[src/rtl/uart_tx_cfg_if.sv]
// Upstream word handshake plus serial-line status for uart_tx_cfg.
// The DUT uses the slave modport; the word source uses master.
interface uart_tx_cfg_if #(
  parameter int unsigned DATA_BITS = 8
);
  logic [DATA_BITS-1:0] din;
  logic                 din_valid;
  logic                 din_ready;
  logic                 tx;
  logic                 tx_done;
  logic                 busy;

  modport master (
    output din, din_valid,
    input  din_ready, tx, tx_done, busy
  );

  modport slave (
    input  din, din_valid,
    output din_ready, tx, tx_done, busy
  );
endinterface

[src/rtl/uart_tx_cfg.sv]
// Configurable UART transmitter: start bit, LSB-first data, optional parity,
// one or two stop bits, each bit exactly CLK_DIV clocks long.
module uart_tx_cfg #(
  parameter int unsigned CLK_DIV   = 868,
  parameter int unsigned DATA_BITS = 8,
  parameter int unsigned PARITY    = 0,
  parameter int unsigned STOP_BITS = 1
) (
  input  logic          clk,
  input  logic          rst,
  uart_tx_cfg_if.slave  bus
);

  localparam int unsigned BaudW = (CLK_DIV > 1) ? $clog2(CLK_DIV) : 1;
  localparam int unsigned BitW  = $clog2(DATA_BITS + 1);

  localparam logic [BaudW-1:0] BaudLast = BaudW'(CLK_DIV - 1);
  localparam logic [BitW-1:0]  DataLast = BitW'(DATA_BITS - 1);
  localparam logic [BitW-1:0]  StopLast = BitW'(STOP_BITS - 1);

  typedef enum logic [2:0] {StIdle, StStart, StData, StParity, StStop} state_e;

  state_e               state_q, state_d;
  logic [BaudW-1:0]     baud_q, baud_d;
  logic [BitW-1:0]      bit_q, bit_d;
  logic [DATA_BITS-1:0] shreg_q, shreg_d;
  logic                 par_q, par_d;
  logic                 tx_q, tx_d;
  logic                 tx_done_q, tx_done_d;
  logic                 accept;
  logic                 bit_end;

  assign bus.din_ready = (state_q == StIdle) & ~rst;
  assign bus.busy      = (state_q != StIdle);
  assign bus.tx        = tx_q;
  assign bus.tx_done   = tx_done_q;

  assign accept  = bus.din_valid & bus.din_ready;
  assign bit_end = (baud_q == BaudLast);

  always_comb begin
    state_d   = state_q;
    baud_d    = baud_q;
    bit_d     = bit_q;
    shreg_d   = shreg_q;
    par_d     = par_q;
    tx_done_d = 1'b0;

    if (state_q != StIdle) begin
      baud_d = bit_end ? '0 : baud_q + BaudW'(1);
    end

    unique case (state_q)
      StIdle: begin
        if (accept) begin
          state_d = StStart;
          shreg_d = bus.din;
          // Odd parity inverts the XOR so the total count of ones is odd.
          par_d   = (PARITY == 1) ? ~^bus.din : ^bus.din;
          baud_d  = '0;
          bit_d   = '0;
        end
      end
      StStart: begin
        if (bit_end) begin
          state_d = StData;
          bit_d   = '0;
        end
      end
      StData: begin
        if (bit_end) begin
          shreg_d = shreg_q >> 1;
          if (bit_q == DataLast) begin
            bit_d   = '0;
            state_d = (PARITY != 0) ? StParity : StStop;
          end else begin
            bit_d = bit_q + BitW'(1);
          end
        end
      end
      StParity: begin
        if (bit_end) begin
          state_d = StStop;
          bit_d   = '0;
        end
      end
      StStop: begin
        if (bit_end) begin
          if (bit_q == StopLast) begin
            state_d   = StIdle;
            bit_d     = '0;
            tx_done_d = 1'b1;
          end else begin
            bit_d = bit_q + BitW'(1);
          end
        end
      end
      default: state_d = StIdle;
    endcase

    // tx is registered, so it is derived from the state being entered.
    unique case (state_d)
      StStart:  tx_d = 1'b0;
      StData:   tx_d = shreg_d[0];
      StParity: tx_d = par_q;
      default:  tx_d = 1'b1;
    endcase
  end

  always_ff @(posedge clk or posedge rst) begin
    if (rst) begin
      state_q   <= StIdle;
      baud_q    <= '0;
      bit_q     <= '0;
      shreg_q   <= '0;
      par_q     <= 1'b0;
      tx_q      <= 1'b1;
      tx_done_q <= 1'b0;
    end else begin
      state_q   <= state_d;
      baud_q    <= baud_d;
      bit_q     <= bit_d;
      shreg_q   <= shreg_d;
      par_q     <= par_d;
      tx_q      <= tx_d;
      tx_done_q <= tx_done_d;
    end
  end

endmodule

[src/flat_wrapper.sv]
// flat-port wrapper written by rule: the top's interface ports become plain ports
module uart_tx_cfg_flat 
#(
  parameter int unsigned CLK_DIV   = 868,
  parameter int unsigned DATA_BITS = 8,
  parameter int unsigned PARITY    = 0,
  parameter int unsigned STOP_BITS = 1
)
  (clk, rst, bus_din, bus_din_valid, bus_din_ready, bus_tx, bus_tx_done, bus_busy);
  uart_tx_cfg_if #(.DATA_BITS(DATA_BITS)) bus_i ();
  input  logic clk;
  input  logic rst;
  input wire logic [$bits(bus_i.din)-1:0] bus_din;
  input wire logic [$bits(bus_i.din_valid)-1:0] bus_din_valid;
  output wire logic [$bits(bus_i.din_ready)-1:0] bus_din_ready;
  output wire logic [$bits(bus_i.tx)-1:0] bus_tx;
  output wire logic [$bits(bus_i.tx_done)-1:0] bus_tx_done;
  output wire logic [$bits(bus_i.busy)-1:0] bus_busy;
  assign bus_i.din = bus_din;
  assign bus_i.din_valid = bus_din_valid;
  assign bus_din_ready = bus_i.din_ready;
  assign bus_tx = bus_i.tx;
  assign bus_tx_done = bus_i.tx_done;
  assign bus_busy = bus_i.busy;
  uart_tx_cfg #(.CLK_DIV(CLK_DIV), .DATA_BITS(DATA_BITS), .PARITY(PARITY), .STOP_BITS(STOP_BITS)) u_core (.clk(clk), .rst(rst), .bus(bus_i));
endmodule
[config.mk]
export PLATFORM = sky130hd
export DESIGN_NAME = uart_tx_cfg_flat
export DESIGN_NICKNAME = d
export VERILOG_FILES = /design/src/rtl/uart_tx_cfg_if.sv /design/src/rtl/uart_tx_cfg.sv /design/src/flat_wrapper.sv
export SDC_FILE = /design/constraint.sdc
export NUM_CORES = 1
export LEC_CHECK = 0
export CAP_MARGIN = 20
export CORE_ASPECT_RATIO = 1.2
export CORE_UTILIZATION = 40
export CTS_CLUSTER_DIAMETER = 120
export DETAILED_ROUTE_END_ITERATION = 10
export SYNTH_ARGS = -nofsm -noshare
export SYNTH_HDL_FRONTEND = slang
export SYNTH_SLANG_ARGS = --single-unit
[constraint.sdc]
create_clock -name clk -period 4.4 [get_ports clk]
set_clock_uncertainty 0.1 [all_clocks]
set_input_delay 0.88 -clock clk [delete_from_list [all_inputs] [get_ports clk]]
set_output_delay 0.88 -clock clk [all_outputs]
set_load 0.01 [all_outputs]
After elaboration in Yosys (flattened, before gate mapping). Index checks and enable logic that the tools add are counted. Widths: inputs -> output; s select.

Register bits after elaboration: 28. Latch bits: 0. Bits in writable memories: 0. Bits in read-only memories: 0. Input port bits: 11. Output and inout bits: 4. Memories: 0.

$add $sub $neg: 2. $mul: 0. Div/mod/pow operators: 0. $lt $le $gt $ge: 0. Eq/ne operators: 13. Shift operators: 0. Mux-type cells: 26. Bitwise gates (word level): 3. Reductions and logical operators: 10.

Operators with widths (count): $mux 10 (4); $mux 4 (6); $mux 3 (7); $mux 8 (2); $pmux 4 s4 (1); $pmux 8 s2 (1); $pmux 3 s5 (1); $eq 3x2->1 const B (4); $add 10x1->10 const B (1); $eq 10x10->1 const B (1); $ne 2x1->1 const B (4); $reduce_xor 8->1 (1); $eq 3x1->1 const B (2); $reduce_and 5->1 (1); $add 4x1->4 const B (1); $eq 4x3->1 const B (1); $logic_not 4->1 (1); $reduce_bool 4->1 (1); $eq 3x3->1 const B (1); $logic_not 3->1 (1); $mux 1 (3); $pmux 1 s3 (1); $reduce_and 3->1 (1); $reduce_bool 3->1 (1); 5 further kinds (6).

Longest topological paths before layout. Gate-level depths: netlist of run 1.

Depth in word-level cells: 7. Depth in mapped cells: 7. Depth with buffers taken out: 6.

Worst setup path after synthesis of run 1. No wires, ideal clock.

Path kind: register -> register. Start: register u_core.baud_q[0]. End: register u_core.shreg_q[1]. Setup time: 126 ps. Data arrival time: 1978 ps. Required time: 4174 ps. Slack: 2196 ps. Stages on the path, launching flop included: 6. Path through: dfrtp_1 ha_1 nor3b_4 nand3_4 a2111o_1 a221o_1.

Cells in the longest elaborated chain, start to end: 3.

Ends and longest elaborated chain: start, declared (line uart_tx_cfg.sv:24) `logic [BaudW-1:0] baud_q, baud_d;`; start signal, assigned (line uart_tx_cfg.sv:121) `baud_q <= baud_d;`; $eq 10x10->1 (line uart_tx_cfg.sv:39) `assign bit_end = (baud_q == BaudLast);`; $ne 2x1->1 (no line); $reduce_and 3->1 (no line); end signal, assigned (line uart_tx_cfg.sv:123) `shreg_q <= shreg_d;`; end, declared (line uart_tx_cfg.sv:26) `logic [DATA_BITS-1:0] shreg_q, shreg_d;`.

No other way between the ends. A chain may end at the register's enable or synchronous reset.

Worst setup path in the final report of run 1.
Start: register u_core.state_q[2]. End: output bus_din_ready.

Cells in the longest elaborated chain, start to end: 2.

Ends and longest elaborated chain: start, declared (line uart_tx_cfg.sv:23) `state_e state_q, state_d;`; start signal, assigned (line uart_tx_cfg.sv:112) `state_q <= StIdle;`; start signal, assigned (line uart_tx_cfg.sv:120) `state_q <= state_d;`; $logic_not 3->1 (line uart_tx_cfg.sv:33) `assign bus.din_ready = (state_q == StIdle) & ~rst;`; $and 1x1->1 (line uart_tx_cfg.sv:33); end, declared (line flat_wrapper.sv:15) `output wire logic [$bits(bus_i.din_ready)-1:0] bus_din_ready;`.

No other way between the ends.

==> results of run 1 <==
## sequential cells by signal, summed over array words and instances (netlist names)
signal,cells
u_core.par_q,1
u_core.bus.tx_done,1
u_core.bit_q,4
u_core.bus.tx,1
u_core.shreg_q,8
u_core.state_q,3
u_core.baud_q,10
## cell usage in the layout, fill, tap and decap left out, drive strengths merged, types with 3 or more instances in the layout
cell           instances
a2111oi                3
ha                     3
nand2                  9
and2                   4
dfrtp                 27
and3                   4
a21o                   7
clkdlybuf4s50         14
xnor2                  7
clkbuf                 4
mux2i                  4
nand2b                 3
nand4                  6
nor3b                  5
o21ai                  6
a31oi                  3
a22o                   7
nor2                   6
inv                   10
a21oi                  7
nand3                  8
## cells by family (layout without fill, tap and decap cells)
kind of cell / Yosys count / after routing / share of synthesized area, %
compound gates: 48 / 48 / 21.9
buf+inv: 19 / 30 / 4.55
simple gates: 56 / 56 / 21.5
mux: 6 / 6 / 3.73
xor+xnor: 8 / 8 / 4.18
flops: 28 / 28 / 41.9
fa+ha+maj: 3 / 3 / 2.24
## metal layers
layer	wire length, um	part of all wire, %	vias up	global-route usage (%)
met3	108	3.2	4	2.66
met2	1770	52	30	32.5
met5	0	0	-	0
met4	40	1.2	0	6.06
li1	-	-	644	-
met1	1490	44	653	22.4
## worst max-delay path: stages, from the launching register on
cell                              delay, ns
sky130_fd_sc_hd__dfrtp_1               0.47
sky130_fd_sc_hd__nor3_2                0.45
sky130_fd_sc_hd__inv_1                 0.17
sky130_fd_sc_hd__nor2_1                0.12
sky130_fd_sc_hd__clkdlybuf4s50_1       0.55
## power by group
group / switching [mW] / total, mW / internal [mW] / leakage [nW]
Clock: 0.0781 / 0.158 / 0.0800 / 0.0288
Combinational: 0.0974 / 0.219 / 0.121 / 0.421
Sequential: 0.0795 / 0.413 / 0.333 / 0.358
## metrics by stage
stage / power, mW / hold WS, ns / setup slack (ns) / cell area [um2]
floorplan: 0.569 / 0.343 / 2.20 / 1680
global placement: 0.626 / 0.370 / 1.47 / 1850
detailed placement: 0.636 / 0.370 / 1.43 / 1850
CTS: 0.793 / 0.391 / 1.40 / 1910
global route: 0.843 / 0.404 / 1.23 / 1940
finish: 0.790 / 0.387 / 1.39 / 1940
## path summary, 6_finish.rpt
kind                                              from                             to  slack, ns  cells after the start
max                        u_core.state_q[2]$_DFF_PP0_                  bus_din_ready       1.39                      4
min                           u_core.par_q$_DFFE_PP0P_       u_core.par_q$_DFFE_PP0P_       0.39                      2
max reg2reg                 u_core.baud_q[0]$_DFF_PP0_  u_core.shreg_q[1]$_DFFE_PP0P_       1.89                      5
min reg2reg                   u_core.par_q$_DFFE_PP0P_       u_core.par_q$_DFFE_PP0P_       0.39                      2
max in group asynchronous                          rst        u_core.bus.tx$_DFF_PP1_       2.91                      3
min in group asynchronous                          rst     u_core.baud_q[8]$_DFF_PP0_       0.80                      2
## final cells by class
cell class / instances / share of cell area (%)
inverter: 10 / 1.94
multi-input combinational: 121 / 46.4
tap: 54 / 3.49
timing repair buffer: 16 / 9.05
clock buffer: 4 / 2.84
sequential: 28 / 36.3
==> results, run 1 <==
- The run finished with clean final reports.
- STA puts the critical path data required time at 3.42 ns.
- The post-synthesis cell area is 1680 um2.
- The initial core utilization is 42.2%.
- The synthesis-stage register bit count is 28.
- The number of global-route vias before repair is 1,398.
- At the worst endpoint, the arrival time is 2.03 ns.
- Synthesis handed over a netlist of 168 instances.
- After the last flow step, the layout net total stands at 194.
- STA classifies the critical path endpoint as an output port.
- Routability-driven placement finished with a final weighted congestion of 0.821.
- The number of hold violations in the final report came to 0.
- In the synthesized netlist the async set-or-reset flop fraction comes to 100%.
- The maximum number of pins on one net before global-route repair is 29.
- The leading register cell type out of synthesis is sky130_fd_sc_hd__dfrtp_1.
- The commonest cells after synthesis are sky130_fd_sc_hd__dfrtp_1 (27), sky130_fd_sc_hd__inv_1 (10), sky130_fd_sc_hd__nand2_1 (9).
- The area of the die is 4460 um2.
- Summing all multi-input logic gate instances after layout gives 898 um2.
- The max-capacitance violation count is 0.
- Buffers placed on the I/O ports in this run total 14.
- The critical path in this run is classified as reg -> out.
- In this run the static leakage power is 0.808 nW.
- 15 I/O pins were placed.
- 0 antenna diodes ended up in the layout.
- The clock-pin slew of the registers on the worst-case setup and hold paths is 0.10 ns.
- The count of non-filler cells in the finished layout is 233.
- After detailed routing, the number of remaining DRC violations is 0.
- The via total after detailed routing is 1,331.
- For the final routed database, the setup TNS stands at 0 ns.
- The number of buffers on the longest clock path is 2.
- The die is 72.9 um tall.
- By area the synthesized netlist is led by sky130_fd_sc_hd__dfrtp_1 (40%), sky130_fd_sc_hd__xnor2_1 (3.7%), sky130_fd_sc_hd__a22o_1 (3.1%).
- The detail route stage leaves a number of antenna-violating nets equal to 0.
- Of all cell types, the one taking the most synthesized area is sky130_fd_sc_hd__dfrtp_1.
- The worst slew margin relative to its limit is 33.2%.
- Across the whole layout, storage elements account for 702 um2.
- The number of distinct library cell variants in the gate-level netlist after synthesis is 55.
- The TritonCTS buffer count is 3.
- The shortest clock period the worst path allows after layout is 3.01 ns.
- Detailed placement ended at an HPWL of 2.55 mm.
- The residual overflow from global routing is 0.
- The floorplan core area is 3970 um2.
- Clock latency on the worst-skew pair, taken at its later pin, is 0.27 ns.
- The initial antenna violation count is 0.
- The root cell of the clock tree is sky130_fd_sc_hd__clkbuf_8.
- Hold repair after CTS inserted 0 buffers.
- Setup repair after global routing left no endpoint under its margin.
- The number of nets produced by synthesis is 182.
- For the pin with the worst max-slew slack, the measured transition is 0.998 ns.
- Summed over its instances, the top area cell type makes up 40.3% of the synthesized netlist area.
- The CTS tree is yes.
- The first global-routing pass estimated 6.21 mm of wire.
- The most frequent cell after synthesis is sky130_fd_sc_hd__dfrtp_1.
- Of the available clock period, the critical path in the final layout requires 68.5%.
- The filler cells instantiated in the layout total 390.
- In this run the power density over the cells is 408 nW/um2.
- The average wire length per cell after detail routing is 14.6 um.
- The final-report setup violation count is 0.
- The worst vdd rail ir drop is 0.000233 V.
- In this run the worst hold path is classified as reg -> reg.
- Along the worst path, the maximum fanout reaches 9.
- For this block, the routed nets add up to 3.41 mm of wire.
- The yosys synthesis warning count is 0.
- Global routing used 18.4% of the available tracks.
- The timing-limited maximum frequency is 332 MHz.
- Averaged over all synthesized cells, the footprint is 9.98 um2.
- The max-slew violation count is 0.
- The number of H-tree levels is 1.
- Counting tap cells, the placed design contains a total of 228 instances.
- Of the synthesized area, sequential elements account for 41.9%.
- The critical path startpoint category is a register.
- Measured on the finished design, the core utilization comes to 48.7%.
- The post-cts sizing count is 0.
- In this run, synthesis inferred 0 flip-flops with an integrated enable.
- The layout-stage area growth over the synthesis result is 15.4%.
- The number of setup buffers added after CTS is 0.
- The detailed router's first-iteration violation count is 65.
- Row generation in the floorplan step produced 25 rows.
- The clock sink count is 28.
- The length of the first detailed-routing pass in iterations is 4.
- In the final layout, the share of cells above drive strength 1 is 14.0%.
- After detailed routing, the number of vias per cell comes to 5.71.
- The die span in x is 61.1 um.
Power figures use the tool's default switching activity.
==> inputs of run 2 (changes only) <==
==> constraint.sdc (replaced) <==
create_clock -name clk -period 3 [get_ports clk]
set_clock_uncertainty 0.1 [all_clocks]
set_input_delay 0.6 -clock clk [delete_from_list [all_inputs] [get_ports clk]]
set_output_delay 0.6 -clock clk [all_outputs]
set_load 0.01 [all_outputs]
==> run 2 against run 1 <==
Sequential power rose by 47%. Sequential cell count unchanged. Sequential share of layout area up 0.43 points. Critical path depth is the same. Register-to-register slack lost 1.4 ns. Power grew 43%. Final area down 1.2%. Largest cell class unchanged. Largest power group unchanged.
==> results, run 2 (synthesis results as in run 1) <==
- The total negative slack is 0 ns.
- The register with the most flip-flops in the layout has 10 of them.
- After layout, the design draws a total of 1.13 mW.
- For this design, the sink count on the clock tree is 28.
- The number of rows created at floorplan is 25.
- The clock latency on the worst-skew pair is 0.27 ns.
- The number of buffers on the longest clock path is 2.
- The count of nets left with antenna violations once routing finished came out at 0.
- The average wire length per cell after detail routing is 14.6 um.
- The root cell of the clock tree is sky130_fd_sc_hd__clkbuf_8.
- Across the VDD grid, the largest voltage drop is 0.000367 V.
- Clock-pin slew was measured on the worst setup and hold paths at 0.09 ns.
- The die is 72.9 um tall.
- The class of the tightest hold or removal check is reg -> reg.
- The leakage power total is 0.799 nW.
- The max-capacitance violation count is 0.
- The count of non-filler cells in the finished layout is 234.
- The global-route wire length before repair is 5.78 mm.
- The register bank with the most flops is u_core.baud_q.
- Dividing total power by cell area gives a power density of 592 nW/um2.
- The initial antenna violation count is 0.
- At the end of routability-driven placement, the weighted congestion stood at 0.824.
- The length of the first detailed-routing pass in iterations is 4.
- The gate family responsible for the most delay along the worst path is buffers and inverters.
- The global routing usage summed across all routing layers is 17.0%.
- For the pin with the worst max-slew slack, the measured transition is 0.999 ns.
- Walking the worst path, the cells encountered are nor3_2 -> inv_1 -> nor2_1 -> clkdlybuf4s50_1.
- The floorplan core area is 3970 um2.
- The slowest stage of the critical path belongs to the cell sky130_fd_sc_hd__clkdlybuf4s50_1.
- The max-slew violation count is 0.
- Once the clock tree was built, the setup fixing pass inserted 0 buffers.
- The library cell used most frequently in the layout, excluding fill and tap cells, is sky130_fd_sc_hd__dfrtp_1.
- In the final layout, the registers with the most flip-flops are u_core.baud_q (10), u_core.shreg_q (8), u_core.bit_q (4).
- The flow ran to the end, and the final reports show no timing, DRC or antenna violations.
- In this run, CTS created clock tree buffers numbering 3.
- The final-report setup violation count is 0.
- The initial core utilization is 42.2%.
- The area of the die is 4460 um2.
- Setup repair after global routing left no endpoint under its margin.
- For this run the aggregate overflow at the end of global routing stands at 0.
- The type of the setup path with the least slack is reg -> out.
- The timing-limited maximum frequency is 368 MHz.
- Leaving out fill and tap cells, the most frequent cells in the layout are sky130_fd_sc_hd__dfrtp_1 (27), sky130_fd_sc_hd__clkdlybuf4s50_1 (14), sky130_fd_sc_hd__inv_1 (10), sky130_fd_sc_hd__nand2_1 (9).
- Input and output buffers added on the ports amount to 14.
- The number of placed instances, taps included, is 230.
- The fraction of final layout cells with drive strength greater than 1 is 13.9%.
- For the worst setup path, the data arrival time is 2.02 ns.
- The routed wire length is 3.41 mm.
- The routed layout has 1,319 vias.
- In this design, the stage delay of the slowest critical-path cell is 0.54 ns.
- Counting both buffers and inverters, the worst setup path holds a total of 2.
- The layout net count is 195.
- Compared with the post-synthesis result, the final layout area differs by 14.1%.
- After layout, the worst path uses 90.7% of the clock period.
- The count of antenna diodes in the layout is 0.
- Measured along the x axis, the die boundary spans 61.1 um.
- The number of hold violations in the final report is 0.
- The detailed router's first-iteration violation count is 53.
- The routed design could run at a clock period as short as 2.72 ns.
- The HPWL reported at the end of detailed placement is 2.57 mm.
- The I/O pin count is 15.
- The worst slew margin relative to its limit is 33.1%.
- TritonCTS built the clock tree.
- Entering global routing, the biggest net connects 16 pins.
- The number of H-tree levels is 1.
- The post-cts sizing count is 0.
- In the routed design, unresolved DRC markers number 0.
- Hold repair after CTS inserted 0 buffers.
- The largest fanout on the critical path is 9.
- The data required time of the worst path is 2.30 ns.
- STA classifies the critical path startpoint as a register.
- The number of global-route vias before repair is 1,316.
- The via density per instance is 5.64.
- The endpoint class of the critical path is an output port.
run 2: changes by cell type in the layout (fill, tap and decap cells not counted), sizes merged:
cell,before,now
buf,2,3
run 2: path summary, 6_finish.rpt:
| check | start | end | slack, ns | cells past startpoint |
|---|---|---|---|---|
| worst max-delay path | u_core.state_q[2]$_DFF_PP0_ | bus_din_ready | 0.28 | 4 |
| worst min-delay path | u_core.baud_q[9]$_DFF_PP0_ | u_core.baud_q[9]$_DFF_PP0_ | 0.39 | 1 |
| worst max register to register | u_core.baud_q[0]$_DFF_PP0_ | u_core.shreg_q[3]$_DFFE_PP0P_ | 0.49 | 5 |
| max in group asynchronous | rst | u_core.baud_q[5]$_DFF_PP0_ | 1.66 | 3 |
| worst min register to register | u_core.baud_q[9]$_DFF_PP0_ | u_core.baud_q[9]$_DFF_PP0_ | 0.39 | 1 |
| min in group asynchronous | rst | u_core.shreg_q[3]$_DFFE_PP0P_ | 0.62 | 2 |
run 2: area by class of cell:
class                   count  area (um2)
well taps                  54        67.6
flip-flops and latches     28         702
fillers                   400        2060
repair buffers             17         163
clock buffers               4        45.0
multi-input cells         121         898
inverters                  10        37.5
run 2: where the power goes:
group	internal [mW]	switching (mW)	leakage (nW)
clock network	0.0949	0.107	0.0228
logic	0.176	0.146	0.418
registers	0.489	0.118	0.358
total	0.761	0.371	0.799
run 2: routing by layer:
| metal | global-route usage, % | share of wire (%) | up-vias |
|---|---|---|---|
| met2 | 27.7 | 50 | 31 |
| met5 | 0 | 0 | - |
| met3 | 3.19 | 3.4 | 2 |
| met1 | 22.7 | 46 | 638 |
| li1 | - | - | 648 |
| met4 | 5.30 | 0.56 | 0 |
run 2: through the flow:
stage	setup slack (ns)	util (%)	hold WS [ns]	area, um2
after floorplan	0.796	-	0.343	1680
after global placement	0.517	47.0	0.370	1870
after detailed placement	0.449	47.0	0.376	1870
after CTS	0.260	48.2	0.389	1910
after global routing	0.113	48.2	0.414	1910
final	0.280	48.2	0.386	1910
